===== config.mk =====
export PLATFORM = sky130hd
export DESIGN_NAME = uart_tx_ctrl_flat
export DESIGN_NICKNAME = d
export VERILOG_FILES = /design/src/rtl/uart_pkg.sv /design/src/rtl/uart_tx_ctrl_if.sv /design/src/rtl/uart_bit_timer.sv /design/src/rtl/uart_tx_ctrl.sv /design/src/flat_wrapper.sv
export SDC_FILE = /design/constraint.sdc
export NUM_CORES = 1
export LEC_CHECK = 0
export CAP_MARGIN = 10
export CORE_ASPECT_RATIO = 1.25
export CORE_MARGIN = 10
export CORE_UTILIZATION = 50
export DETAILED_ROUTE_END_ITERATION = 7
export MAX_ROUTING_LAYER = met4
export PLACE_DENSITY = 0.78
export SLEW_MARGIN = 20
export SYNTH_ARGS = -nofsm -noshare
export SYNTH_HDL_FRONTEND = slang
export SYNTH_SLANG_ARGS = --single-unit
export TNS_END_PERCENT = 100

===== constraint.sdc =====
create_clock -name clk -period 3.7 [get_ports clk]
set_input_delay 0.74 -clock clk [delete_from_list [all_inputs] [get_ports clk]]
set_output_delay 0.74 -clock clk [all_outputs]
set_load 0.02 [all_outputs]

===== src/rtl/uart_pkg.sv =====
// Shared definitions for the UART transmit path: FSM encoding, frame sizing
// and the parity helper used for the frame tail bits.
package uart_pkg;

  localparam int BAUD_W     = 20;
  localparam int FRAME_BITS = 11;

  typedef enum logic [1:0] {
    ST_IDLE  = 2'd0,
    ST_LOAD  = 2'd1,
    ST_SHIFT = 2'd2
  } tx_state_e;

  // Even parity over the active data bits, inverted when odd sense is selected.
  function automatic logic par_bit(input logic [7:0] data, input logic eight, input logic ohel);
    logic p;
    p = eight ? (^data) : (^data[6:0]);
    return ohel ? ~p : p;
  endfunction

endpackage


===== src/rtl/uart_tx_ctrl_if.sv =====
// Host-write and shift-register control bundle of the UART TX sequencer.
interface uart_tx_ctrl_if;
  import uart_pkg::*;

  logic              write;
  logic [7:0]        tx_data;
  logic [BAUD_W-1:0] baud_k;
  logic              eight;
  logic              pen;
  logic              ohel;
  logic              txrdy;
  logic              tx_done;
  logic              ld;
  logic              sh;
  logic [6:0]        din;
  logic              bit9;
  logic              bit10;

  modport master (
    output write, tx_data, baud_k, eight, pen, ohel,
    input  txrdy, tx_done, ld, sh, din, bit9, bit10
  );

  modport slave (
    input  write, tx_data, baud_k, eight, pen, ohel,
    output txrdy, tx_done, ld, sh, din, bit9, bit10
  );

endinterface


===== src/rtl/uart_bit_timer.sv =====
// Bit-time divider: counts 0..k-1 while enabled and flags the terminal count.
module uart_bit_timer
  import uart_pkg::*;
(
  input  logic              clk,
  input  logic              reset,
  input  logic              i_clr,
  input  logic              i_en,
  input  logic [BAUD_W-1:0] i_k,
  output logic              o_tc
);

  logic [BAUD_W-1:0] r_cnt;
  logic [BAUD_W-1:0] w_last;

  // Divisors of 0 and 1 both mean one clock per bit.
  always_comb begin
    if (i_k > BAUD_W'(1)) begin
      w_last = i_k - BAUD_W'(1);
    end else begin
      w_last = '0;
    end
    o_tc = i_en && (r_cnt >= w_last);
  end

  always_ff @(posedge clk or negedge reset) begin
    if (!reset) begin
      r_cnt <= '0;
    end else if (i_clr) begin
      r_cnt <= '0;
    end else if (i_en) begin
      r_cnt <= o_tc ? '0 : (r_cnt + BAUD_W'(1));
    end else begin
      r_cnt <= r_cnt;
    end
  end

endmodule


===== src/rtl/uart_tx_ctrl.sv =====
// UART transmit sequencer: accepts a host byte, computes the frame tail bits
// and paces ld/sh strobes for the 11-bit TX shift register.
module uart_tx_ctrl
  import uart_pkg::*;
(
  input  logic     clk,
  input  logic     reset,
  uart_tx_ctrl_if.slave bus
);

  localparam logic [3:0] LP_FRAME = 4'(FRAME_BITS);
  localparam logic [3:0] LP_LAST  = 4'(FRAME_BITS - 1);

  tx_state_e         r_state;
  tx_state_e         w_next_state;
  logic [BAUD_W-1:0] r_baud_k;
  logic [3:0]        r_shcnt;
  logic              w_accept;
  logic              w_tc;
  logic              w_shift;

  logic              r_txrdy, r_tx_done, r_ld, r_sh, r_bit9, r_bit10;
  logic [6:0]        r_din;
  logic              w_txrdy_nxt, w_tx_done_nxt, w_ld_nxt, w_sh_nxt, w_bit9_nxt, w_bit10_nxt;
  logic [6:0]        w_din_nxt;

  // The timer runs from LOAD on, so the first terminal count lands baud_k clocks after ld.
  uart_bit_timer u_timer (
    .clk   (clk),
    .reset (reset),
    .i_clr (r_state == ST_IDLE),
    .i_en  (r_state != ST_IDLE),
    .i_k   (r_baud_k),
    .o_tc  (w_tc)
  );

  always_comb begin
    w_accept = bus.write && r_txrdy && (r_state == ST_IDLE);
    w_shift  = (r_state != ST_IDLE) && w_tc && (r_shcnt < LP_FRAME);
  end

  always_ff @(posedge clk or negedge reset) begin
    if (!reset) begin
      r_state <= ST_IDLE;
    end else begin
      r_state <= w_next_state;
    end
  end

  // SHIFT lingers one cycle after the last sh so txrdy rises the cycle after tx_done.
  always_comb begin
    w_next_state = r_state;
    case (r_state)
      ST_IDLE:  w_next_state = w_accept ? ST_LOAD : ST_IDLE;
      ST_LOAD:  w_next_state = ST_SHIFT;
      ST_SHIFT: w_next_state = (r_shcnt == LP_FRAME) ? ST_IDLE : ST_SHIFT;
      default:  w_next_state = ST_IDLE;
    endcase
  end

  always_comb begin
    w_ld_nxt      = w_accept;
    w_sh_nxt      = w_shift;
    w_tx_done_nxt = w_shift && (r_shcnt == LP_LAST);
    w_txrdy_nxt   = (w_next_state == ST_IDLE);
    w_din_nxt     = r_din;
    w_bit9_nxt    = r_bit9;
    w_bit10_nxt   = r_bit10;
    if (w_accept) begin
      w_din_nxt = bus.tx_data[6:0];
      case ({bus.eight, bus.pen})
        2'b00: begin
          w_bit9_nxt  = 1'b1;
          w_bit10_nxt = 1'b1;
        end
        2'b01: begin
          w_bit9_nxt  = par_bit(bus.tx_data, 1'b0, bus.ohel);
          w_bit10_nxt = 1'b1;
        end
        2'b10: begin
          w_bit9_nxt  = bus.tx_data[7];
          w_bit10_nxt = 1'b1;
        end
        2'b11: begin
          w_bit9_nxt  = bus.tx_data[7];
          w_bit10_nxt = par_bit(bus.tx_data, 1'b1, bus.ohel);
        end
        default: begin
          w_bit9_nxt  = 1'b1;
          w_bit10_nxt = 1'b1;
        end
      endcase
    end else begin
      w_din_nxt = r_din;
    end
  end

  always_ff @(posedge clk or negedge reset) begin
    if (!reset) begin
      r_baud_k <= '0;
      r_shcnt  <= 4'd0;
    end else begin
      if (w_accept) begin
        r_baud_k <= bus.baud_k;
      end else begin
        r_baud_k <= r_baud_k;
      end
      if (r_state == ST_IDLE) begin
        r_shcnt <= 4'd0;
      end else if (w_shift) begin
        r_shcnt <= r_shcnt + 4'd1;
      end else begin
        r_shcnt <= r_shcnt;
      end
    end
  end

  always_ff @(posedge clk or negedge reset) begin
    if (!reset) begin
      r_txrdy   <= 1'b1;
      r_tx_done <= 1'b0;
      r_ld      <= 1'b0;
      r_sh      <= 1'b0;
      r_din     <= 7'h7F;
      r_bit9    <= 1'b1;
      r_bit10   <= 1'b1;
    end else begin
      r_txrdy   <= w_txrdy_nxt;
      r_tx_done <= w_tx_done_nxt;
      r_ld      <= w_ld_nxt;
      r_sh      <= w_sh_nxt;
      r_din     <= w_din_nxt;
      r_bit9    <= w_bit9_nxt;
      r_bit10   <= w_bit10_nxt;
    end
  end

  assign bus.txrdy   = r_txrdy;
  assign bus.tx_done = r_tx_done;
  assign bus.ld      = r_ld;
  assign bus.sh      = r_sh;
  assign bus.din     = r_din;
  assign bus.bit9    = r_bit9;
  assign bus.bit10   = r_bit10;

endmodule


===== src/flat_wrapper.sv =====
// flat-port wrapper written by rule: the top's interface ports become plain ports
module uart_tx_ctrl_flat import uart_pkg::*;
  (clk, reset, bus_write, bus_tx_data, bus_baud_k, bus_eight, bus_pen, bus_ohel, bus_txrdy, bus_tx_done, bus_ld, bus_sh, bus_din, bus_bit9, bus_bit10);
  uart_tx_ctrl_if bus_i ();
  input  logic clk;
  input  logic reset;
  input wire logic [$bits(bus_i.write)-1:0] bus_write;
  input wire logic [$bits(bus_i.tx_data)-1:0] bus_tx_data;
  input wire logic [$bits(bus_i.baud_k)-1:0] bus_baud_k;
  input wire logic [$bits(bus_i.eight)-1:0] bus_eight;
  input wire logic [$bits(bus_i.pen)-1:0] bus_pen;
  input wire logic [$bits(bus_i.ohel)-1:0] bus_ohel;
  output wire logic [$bits(bus_i.txrdy)-1:0] bus_txrdy;
  output wire logic [$bits(bus_i.tx_done)-1:0] bus_tx_done;
  output wire logic [$bits(bus_i.ld)-1:0] bus_ld;
  output wire logic [$bits(bus_i.sh)-1:0] bus_sh;
  output wire logic [$bits(bus_i.din)-1:0] bus_din;
  output wire logic [$bits(bus_i.bit9)-1:0] bus_bit9;
  output wire logic [$bits(bus_i.bit10)-1:0] bus_bit10;
  assign bus_i.write = bus_write;
  assign bus_i.tx_data = bus_tx_data;
  assign bus_i.baud_k = bus_baud_k;
  assign bus_i.eight = bus_eight;
  assign bus_i.pen = bus_pen;
  assign bus_i.ohel = bus_ohel;
  assign bus_txrdy = bus_i.txrdy;
  assign bus_tx_done = bus_i.tx_done;
  assign bus_ld = bus_i.ld;
  assign bus_sh = bus_i.sh;
  assign bus_din = bus_i.din;
  assign bus_bit9 = bus_i.bit9;
  assign bus_bit10 = bus_i.bit10;
  uart_tx_ctrl u_core (.clk(clk), .reset(reset), .bus(bus_i));
endmodule

# After elaboration in Yosys (flattened, before gate mapping)
# Cells that the tools add are included.
# Widths: inputs -> output; s select.
# word_totals
word_cells	55
inputBits	34
regBits	59
# op_classes
bitwise_logic	2
n_lt_le_gt_ge	3
n_addsub	3
n_eq_ne	7
reduce_logical	16
n_mux	13
# ops
op	count
$mux 20	4
$add 20x1->20 const B	1
$ge 20x20->1	1
$gt 20x1->1 const B	1
$sub 20x1->20 const B	1
$eq 4x4->1 const B	2
$mux 4	2
$reduce_xor 8->1	1
$reduce_xor 7->1	1
$eq 2x2->1 const B	3
$logic_and 1x1->1	6
$logic_not 2->1	3
$pmux 2 s3	1
$reduce_bool 2->1	3
$add 4x1->4 const B	1
$eq 2x1->1 const B	2
$lt 4x4->1 const B	1
$mux 1	3
$pmux 1 s3	1
$reduce_or 3->1	1
$mux 2	1
$not 1->1	2
$pmux 1 s2	1
$reduce_or 2->1	1

# Logic depth before layout (Yosys ltp)
# Gate-level depths: netlist (run 1).
# depth
depth_word	8
mapped_depth	16

# Cells and area by module
# A second synthesis (run 1) with hierarchy kept.
# unflattened
hier_cells	359
area_unflattened_um2	3733.6
# modules_own_cells
module	n_inst	cells_each	area_per_inst_um2	seq_area_each_um2
uart_bit_timer	1	248	1980.6	500.5
uart_tx_ctrl	1	111	1752.9	988.4

# Least setup slack after synthesis (run 1)
# Ideal clock, no wire load.
# synth_path
path_type	register to register
start	register u_core.r_baud_k[11]
end	register u_core.u_timer.r_cnt[11]
t_arrival_ns	3.519
stages_incl_launch_ff	14
required_time_ns	3.568
setup_time_ns	0.132
path_slack_ns	0.049
n_path_buf	1
path_cell_list	dfrtp_1 or4_4 or3_4 or4_4 nor3_2 a21oi_1 ha_1 nand4_1 nor3_1 nand4_1 o221ai_2 or2_1 clkbuf_1 nor2_1
# synth_between
elab_chain_len	7
elab_cells_between_ends	8
# synth_rtl
element	line	source
start: declaration	uart_tx_ctrl.sv:16	logic [BAUD_W-1:0] r_baud_k;
start signal: assignment	uart_tx_ctrl.sv:104	r_baud_k <= bus.baud_k;
start signal: assignment	uart_tx_ctrl.sv:106	r_baud_k <= r_baud_k;
$sub 20x1->20 or $gt 20x1->1 (tied branches)	uart_bit_timer.sv:19, uart_bit_timer.sv:18	
$mux 20 (*)	uart_bit_timer.sv:18	if (i_k > BAUD_W'(1)) begin
$ge 20x20->1 (*)	uart_bit_timer.sv:23	o_tc = i_en && (r_cnt >= w_last);
$logic_and 1x1->1 (*)	uart_bit_timer.sv:23	
$mux 20 (*)	uart_bit_timer.sv:32	r_cnt <= o_tc ? '0 : (r_cnt + BAUD_W'(1));
$mux 20 (*)	uart_bit_timer.sv:31	end else if (i_en) begin
$mux 20 (*)	uart_bit_timer.sv:29	end else if (i_clr) begin
end signal: assignment	uart_bit_timer.sv:32	
end signal: assignment	uart_bit_timer.sv:34	r_cnt <= r_cnt;
end: declaration	uart_bit_timer.sv:13	logic [BAUD_W-1:0] r_cnt;
# Every way passes the cells marked *; elsewhere a longest branch is shown, timed or not. The select of a mux whose other input is x is not followed.
# A chain may end at the register's enable or synchronous reset.

# Worst setup path after layout (run 1)
# layout_path
start	register u_core.r_baud_k[13]
end	register u_core.u_timer.r_cnt[17]
# The elaborated chain is that of the path after synthesis.

==> flow_summary.yaml, run 1 <==
setup_path:
  crit_path_max_fanout: 5
  worstSetupPathType: "register to register"
  timing.rr.start: "u_core.r_baud_k[13]"
  rrSetupSlack_ps: 30
  rr_worst_depth: 14
  arrival_ps: 3940
  cp-end-kind: "register"
  startpoint_type: "register"
  rr_endpoint: "u_core.u_timer.r_cnt[17]"
  cp.required_ps: 3970
placement:
  gp_congestion: 0.869
  io_buffers: 46
  post_dp_cell_area_mm2: 0.00402
  dp_hpwl_um: 5110
sta:
  worst_pin_slew_ps: 614
  min_period_ps: 3670
  setup-violations-final: 0
  finalCritPeriodShare_pct: 99.3
  slew_violations: 0
  finalHoldViolCount: 0
  max_freq_mhz: 272
  tns_ps: 0
  fin_skew_ps: 10.2
  rsz0062_at_grt: "true"
  relSlewSlack_pct: 59.0
route:
  vias_per_cell: 5.25
  first_pass_iters: 4
  drc: 0
  wirelength_um: 7010
  ant_nets: 0
  routedWlPerCell_um: 14.2
  drt_iter0_drc: 103
  vias: 2590
power:
  vdd_drop_max_mv: 0.533
  netSwitchingFraction_pct: 36.8
  pwr-share-seq_pct: 36.8
  p_int_mw: 1.82
  power.switching_mw: 1.06
  p_clk_share_pct: 19.6
  p_comb_share_pct: 43.5
  p_per_area_mw_per_mm2: 663
  p_leak_nw: 1.90
finish:
  fin_nets: 460
  final_layout_size_suffix_gt1_share_pct: 24.9
  insertedDiodeCount: 0
  fin_area_mm2: 0.00435
  synthToLayoutAreaGrowth_pct: 28.9
  utilization_pct: 66.3
floorplanning:
  row_count: 33
  fp.dieArea_mm2: 0.0105
  die_w_um: 93.5
  ios: 47
  start_util_pct: 51.4
  die_h_um: 112
  core_mm2: 0.00657
grt:
  first_global_vias: 2609
  grt_pass1_wl_um: 11600
  grt_overflow: 0
  grt_max_degree: 51
  antenna_found_initial: 0
  grtUsageTotal_pct: 13.7
synth:
  synth.cells.most_frequent: "48 x dfrtp_1, 39 x nor2_1, 36 x nand2_1"
  yosys_warnings: 0
  synth_nets: 391
  yosysUniqueCellTypes: 43
  ys_seq_area_share_pct: 43.3
  avgSynthCellArea_um2: 10.2
  netlist_instances: 332
  synth-seq-cells: 58
  synthArstFlopShare_pct: 100
  synth_area_mm2: 0.00338
  netlist.area_leader.share_pct: 35.6
  yosysTopAreaCell: "dfrtp_1"
  yosysMostFrequentCell: "dfrtp_1"
  synth_edf_count: 0
  synthTopCellsByArea: "dfrtp_1 36%, ha_1 9.3%, mux2_2 8.3%, dfstp_2 7.8%, xor2_1 6.2%"
  ys.flop_type: "dfrtp_1"
clock_network:
  clockBufferDepth: 2
  clk_pin_slew_ps: 70
  cts.htree.levels: 3
  clock_sinks: 58
  postCtsHoldBufs: 0
  cts_buffers: 9
  insertion_delay_ps: 330
  cts_tree: "built"
  cts_root_buf: "clkbuf_8"
job:
  maxCapViolations: 0
min_path:
  min_path_type: "primary input to async pin"
run_status:
  status: "completed"
worst max-delay path by stage:
stage	start	endpoint	slack, ps	depth (start not counted)
2_1_floorplan	u_core.r_baud_k[11]	u_core.u_timer.r_cnt[11]	50	13
3_3_place_gp	u_core.r_baud_k[13]	u_core.bus.tx_done	90	13
3_5_place_dp	u_core.r_baud_k[13]	u_core.bus.tx_done	-50	13
4_1_cts	u_core.r_baud_k[13]	u_core.u_timer.r_cnt[12]	10	13
5_1_grt	u_core.r_baud_k[13]	u_core.r_shcnt[0]	-170	13
6_report	u_core.r_baud_k[13]	u_core.u_timer.r_cnt[17]	30	14
worst max-delay path, stage by stage, from the launching register on:
cell,delay [ps]
dfrtp_1,380
or4_4,530
or3_4,370
or4_4,500
nor3_2,110
a21oi_1,60
ha_1,330
buf_4,150
nand3_1,80
nand2_1,100
a221oi_4,290
o221ai_2,150
or2_4,300
clkbuf_16,170
nor2_1,100
through the flow:
| stage | power [mW] | worst slack [ps] | hold slack (ps) | cells |
|---|---|---|---|---|
| after floorplan | 1.80 | 49.3 | 444 | 332 |
| after global placement | 2.18 | 86.9 | 473 | 471 |
| after detailed placement | 2.21 | -46.2 | 495 | 471 |
| after CTS | 2.80 | 10.1 | 509 | 487 |
| after global routing | 3.11 | -175 | 454 | 493 |
| final | 2.88 | 25.4 | 425 | 493 |
layout make-up:
| cell class | instances | area [um2] |
|---|---|---|
| multi-input cells | 256 | 1910 |
| inverters | 10 | 37.5 |
| clock inverters | 7 | 70.1 |
| well taps | 87 | 109 |
| clock buffers | 9 | 124 |
| repair buffers | 66 | 642 |
| fillers | 497 | 2210 |
| flip-flops and latches | 58 | 1460 |
state kept, by name, indices dropped and copies added, names as in the netlist:
signal / flops
u_core.bus.bit10: 1
u_core.bus.bit9: 1
u_core.bus.din: 7
u_core.bus.sh: 1
u_core.bus.tx_done: 1
u_core.bus.txrdy: 1
u_core.r_baud_k: 20
u_core.r_shcnt: 4
u_core.r_state: 2
u_core.u_timer.r_cnt: 20
power groups by stage:
stage                     Combinational (mW)  Clock, mW  Sequential (mW)
final                                   1.26      0.567             1.06
after global routing                    1.40      0.606             1.10
after CTS                               1.15      0.582             1.06
after detailed placement                1.14          0             1.07
after global placement                  1.12          0             1.06
after floorplan                        0.677          0             1.12
cells in the final DEF, fill, tap and decap left out, drive strengths merged, types with 2 or more instances in the layout:
master         instances
clkinv                 2
nor2                  39
nand3                 10
nor4                   6
and3                   6
nor2b                  3
mux2                  25
nand2                 37
buf                   20
inv                   10
clkdlybuf4s50         45
clkinvlp               4
nand2b                 4
a211oi                 3
xor2                  24
a21oi                  9
o21ai                 12
ha                    25
and2                   2
dfrtp                 48
dfstp                 10
or2                    2
a31o                   3
nor3                  11
clkbuf                10
xnor2                 17
or4                    2
nand4                  4
repair_timing:
action | in CTS | in global routing
pin swaps | 1 | 8
setup buffers | 0 | 4
gates resized for setup | 1 | 20
cloned | 0 | 2
endpoints found under the hold margin | 0 | 0
endpoints found under the setup margin | 2 | 26
per-layer routing:
metal	global-route usage [%]	share of wire, %
met3	3.76	3.4
met2	21.8	50
met1	16.1	45
met5	-	0
met4	4.43	1.5
cells by family after synthesis:
group,Yosys count,share of synthesized area [%]
AOI/OAI and AO/OA,36,6.97
DFF,58,43.3
adders and majority gates,25,9.26
muxes,25,8.34
xor gates and xnor gates,41,10.6
and+or+nand+nor,129,19.2
buffers and inverters,18,2.30
(Power assumes the default switching activity.)
==> inputs of run 2 (changes only) <==
--- a/config.mk
+++ b/config.mk
@@ -16,4 +16,3 @@
 export SYNTH_ARGS = -nofsm -noshare
 export SYNTH_HDL_FRONTEND = slang
 export SYNTH_SLANG_ARGS = --single-unit
-export TNS_END_PERCENT = 100
==> results of run 2 <==
The final DEF is identical to that of run 1; final timing and power are the same.
==> inputs of run 3 (changes only) <==
==> constraint.sdc (replaced) <==
create_clock -name clk -period 3.1 [get_ports clk]
set_input_delay 0.62 -clock clk [delete_from_list [all_inputs] [get_ports clk]]
set_output_delay 0.62 -clock clk [all_outputs]
set_load 0.02 [all_outputs]
==> run 3 against run 2 <==
- the flow now finishes with violations (negative setup slack)
- cell count grew 4.3%
- non-clock buffer count grew 21
- total power is 21% higher
- sequential share of layout area down 0.61 points
- first-iteration DRC count down 22%
- hold slack worse by 4.3 ps
- largest power group unchanged
- highest routed layer unchanged
==> flow_summary.yaml, run 3 (synthesis gave the netlist of run 1 again) <==
run_status:
  status: "finished, violations left"
  violations: "negative setup slack"
route:
  drt_iter0_drc: 80
  drc: 0
  wirelength_um: 7320
  wl_met3_um: 219
  vias: 2684
  wl_met1_um: 3170
  route.met2.wl_um: 3820
  ant_nets: 0
  top_layer_used: "met4"
  routedWlPerCell_um: 14.2
  vias_per_cell: 5.22
  first_pass_iters: 4
sta:
  max_freq_mhz: 280
  slew_violations: 0
  setup_ws_ps: -475
  fin_skew_ps: 8.19
  relSlewSlack_pct: 39.3
  tns_ps: -11380
  min_period_ps: 3570
  setup-violations-final: 26
  finalHoldViolCount: 0
  rsz0062_at_grt: "true"
  worst_pin_slew_ps: 911
  finalCritPeriodShare_pct: 115
clock_network:
  cts_buffers: 9
  clockBufferDepth: 2
  insertion_delay_ps: 330
  cts_root_buf: "clkbuf_8"
  cts.htree.levels: 3
  cts_tree: "built"
  clock_sinks: 58
  clk_pin_slew_ps: 70
  postCtsHoldBufs: 0
floorplanning:
  start_util_pct: 51.4
  row_count: 33
  fp.dieArea_mm2: 0.0105
  die_w_um: 93.5
  die_h_um: 112
  ios: 47
  core_mm2: 0.00657
placement:
  io_buffers: 46
  dp_cells: 496
  post_dp_cell_area_mm2: 0.00422
  dp_hpwl_um: 5710
  gp_congestion: 0.835
setup_path:
  cp-end-kind: "register"
  crit_path_max_fanout: 20
  cp.required_ps: 3360
  startpoint_type: "register"
  worstSetupPathType: "register to register"
  arrival_ps: 3830
finish:
  final_cell_mix: "48 x dfrtp_1, 45 x clkdlybuf4s50_1, 39 x buf_4"
  fin_cells: 514
  synthToLayoutAreaGrowth_pct: 31.3
  insertedDiodeCount: 0
  fin_nets: 481
  fin_area_mm2: 0.00443
  final_common_cell: "dfrtp_1"
  final_layout_size_suffix_gt1_share_pct: 25.5
grt:
  grtUsageTotal_pct: 14.9
  grt_overflow: 0
  antenna_found_initial: 0
  first_global_vias: 2804
  grt_max_degree: 42
  grt_pass1_wl_um: 12400
power:
  p_comb_share_pct: 46.9
  p_total_mw: 3.48
  netSwitchingFraction_pct: 35.9
  p_per_area_mw_per_mm2: 785
  p_clk_share_pct: 17.5
  p_leak_nw: 2.00
  power.switching_mw: 1.25
  pwr-share-seq_pct: 35.6
  vdd_drop_max_mv: 0.573
  p_int_mw: 2.23
min_path:
  min_path_type: "primary input to async pin"
job:
  maxCapViolations: 0
-- run 3: cell types whose count changed in the layout (fill, tap and decap cells not counted), sizes merged --
cell	delta
buf	+22
bufinv	-1
clkbuf	+3
clkinv	+1
clkinvlp	-4
-- run 3: final timing paths --
path                                      from  slack, ps  cells past startpoint                  endpoint
min in group clk             u_core.r_shcnt[2]        520                      1        u_core.bus.tx_done
hold reg to reg              u_core.r_shcnt[2]        520                      1        u_core.bus.tx_done
setup reg to reg           u_core.r_baud_k[13]       -470                     14   u_core.u_timer.r_cnt[3]
setup / recovery           u_core.r_baud_k[13]       -470                     14   u_core.u_timer.r_cnt[3]
max in group asynchronous                reset       1890                      2          u_core.bus.txrdy
hold / removal                           reset        420                      1  u_core.u_timer.r_cnt[14]
-- run 3: layout make-up --
type / instances / area (um2)
tap: 87 / 109
clock buffer: 13 / 159
timing repair buffer: 87 / 779
clock inverter: 3 / 15.0
multi-input combinational: 256 / 1870
fill: 491 / 2130
sequential: 58 / 1460
inverter: 10 / 37.5
-- run 3: worst max-delay path, stage by stage, from the launching register on --
cell and delay, ps:
dfrtp_1 380, or4_4 540, or3_4 360, or4_4 500, nor3_2 110, a21oi_1 60, ha_1 310, nand4_1 110
nor3_2 60, buf_4 130, a221oi_2 240, o221ai_2 160, or2_1 270, buf_12 160, nor2_2 110
-- run 3: power groups by stage --
| stage | Combinational [mW] | Sequential (mW) | Clock (mW) |
|---|---|---|---|
| after floorplan | 0.825 | 1.34 | 0 |
| after global placement | 1.57 | 1.22 | 0 |
| after detailed placement | 1.63 | 1.24 | 0 |
| after CTS | 1.65 | 1.24 | 0.632 |
| after global routing | 1.82 | 1.27 | 0.657 |
| final | 1.63 | 1.24 | 0.610 |
-- run 3: timing repair --
item / in CTS / in global routing
buffers inserted: 2 / 0
setup endpoints to repair: 26 / 26
pin swaps: 1 / 4
gates resized for setup: 3 / 4
-- run 3: per-stage QoR --
stage	hold slack [ps]	util, %	setup slack [ps]
2_1_floorplan	324	-	-393
5_1_grt	462	67.5	-667
3_5_place_dp	509	64.2	-482
6_report	420	67.5	-475
3_3_place_gp	478	64.2	-399
4_1_cts	433	67.3	-484
-- run 3: routing by layer --
metal	vias to the layer above	GRT usage, %
li1	1335	-
met1	1298	15.7
met2	42	25.8
met3	9	3.83
met4	0	5.88
met5	-	-
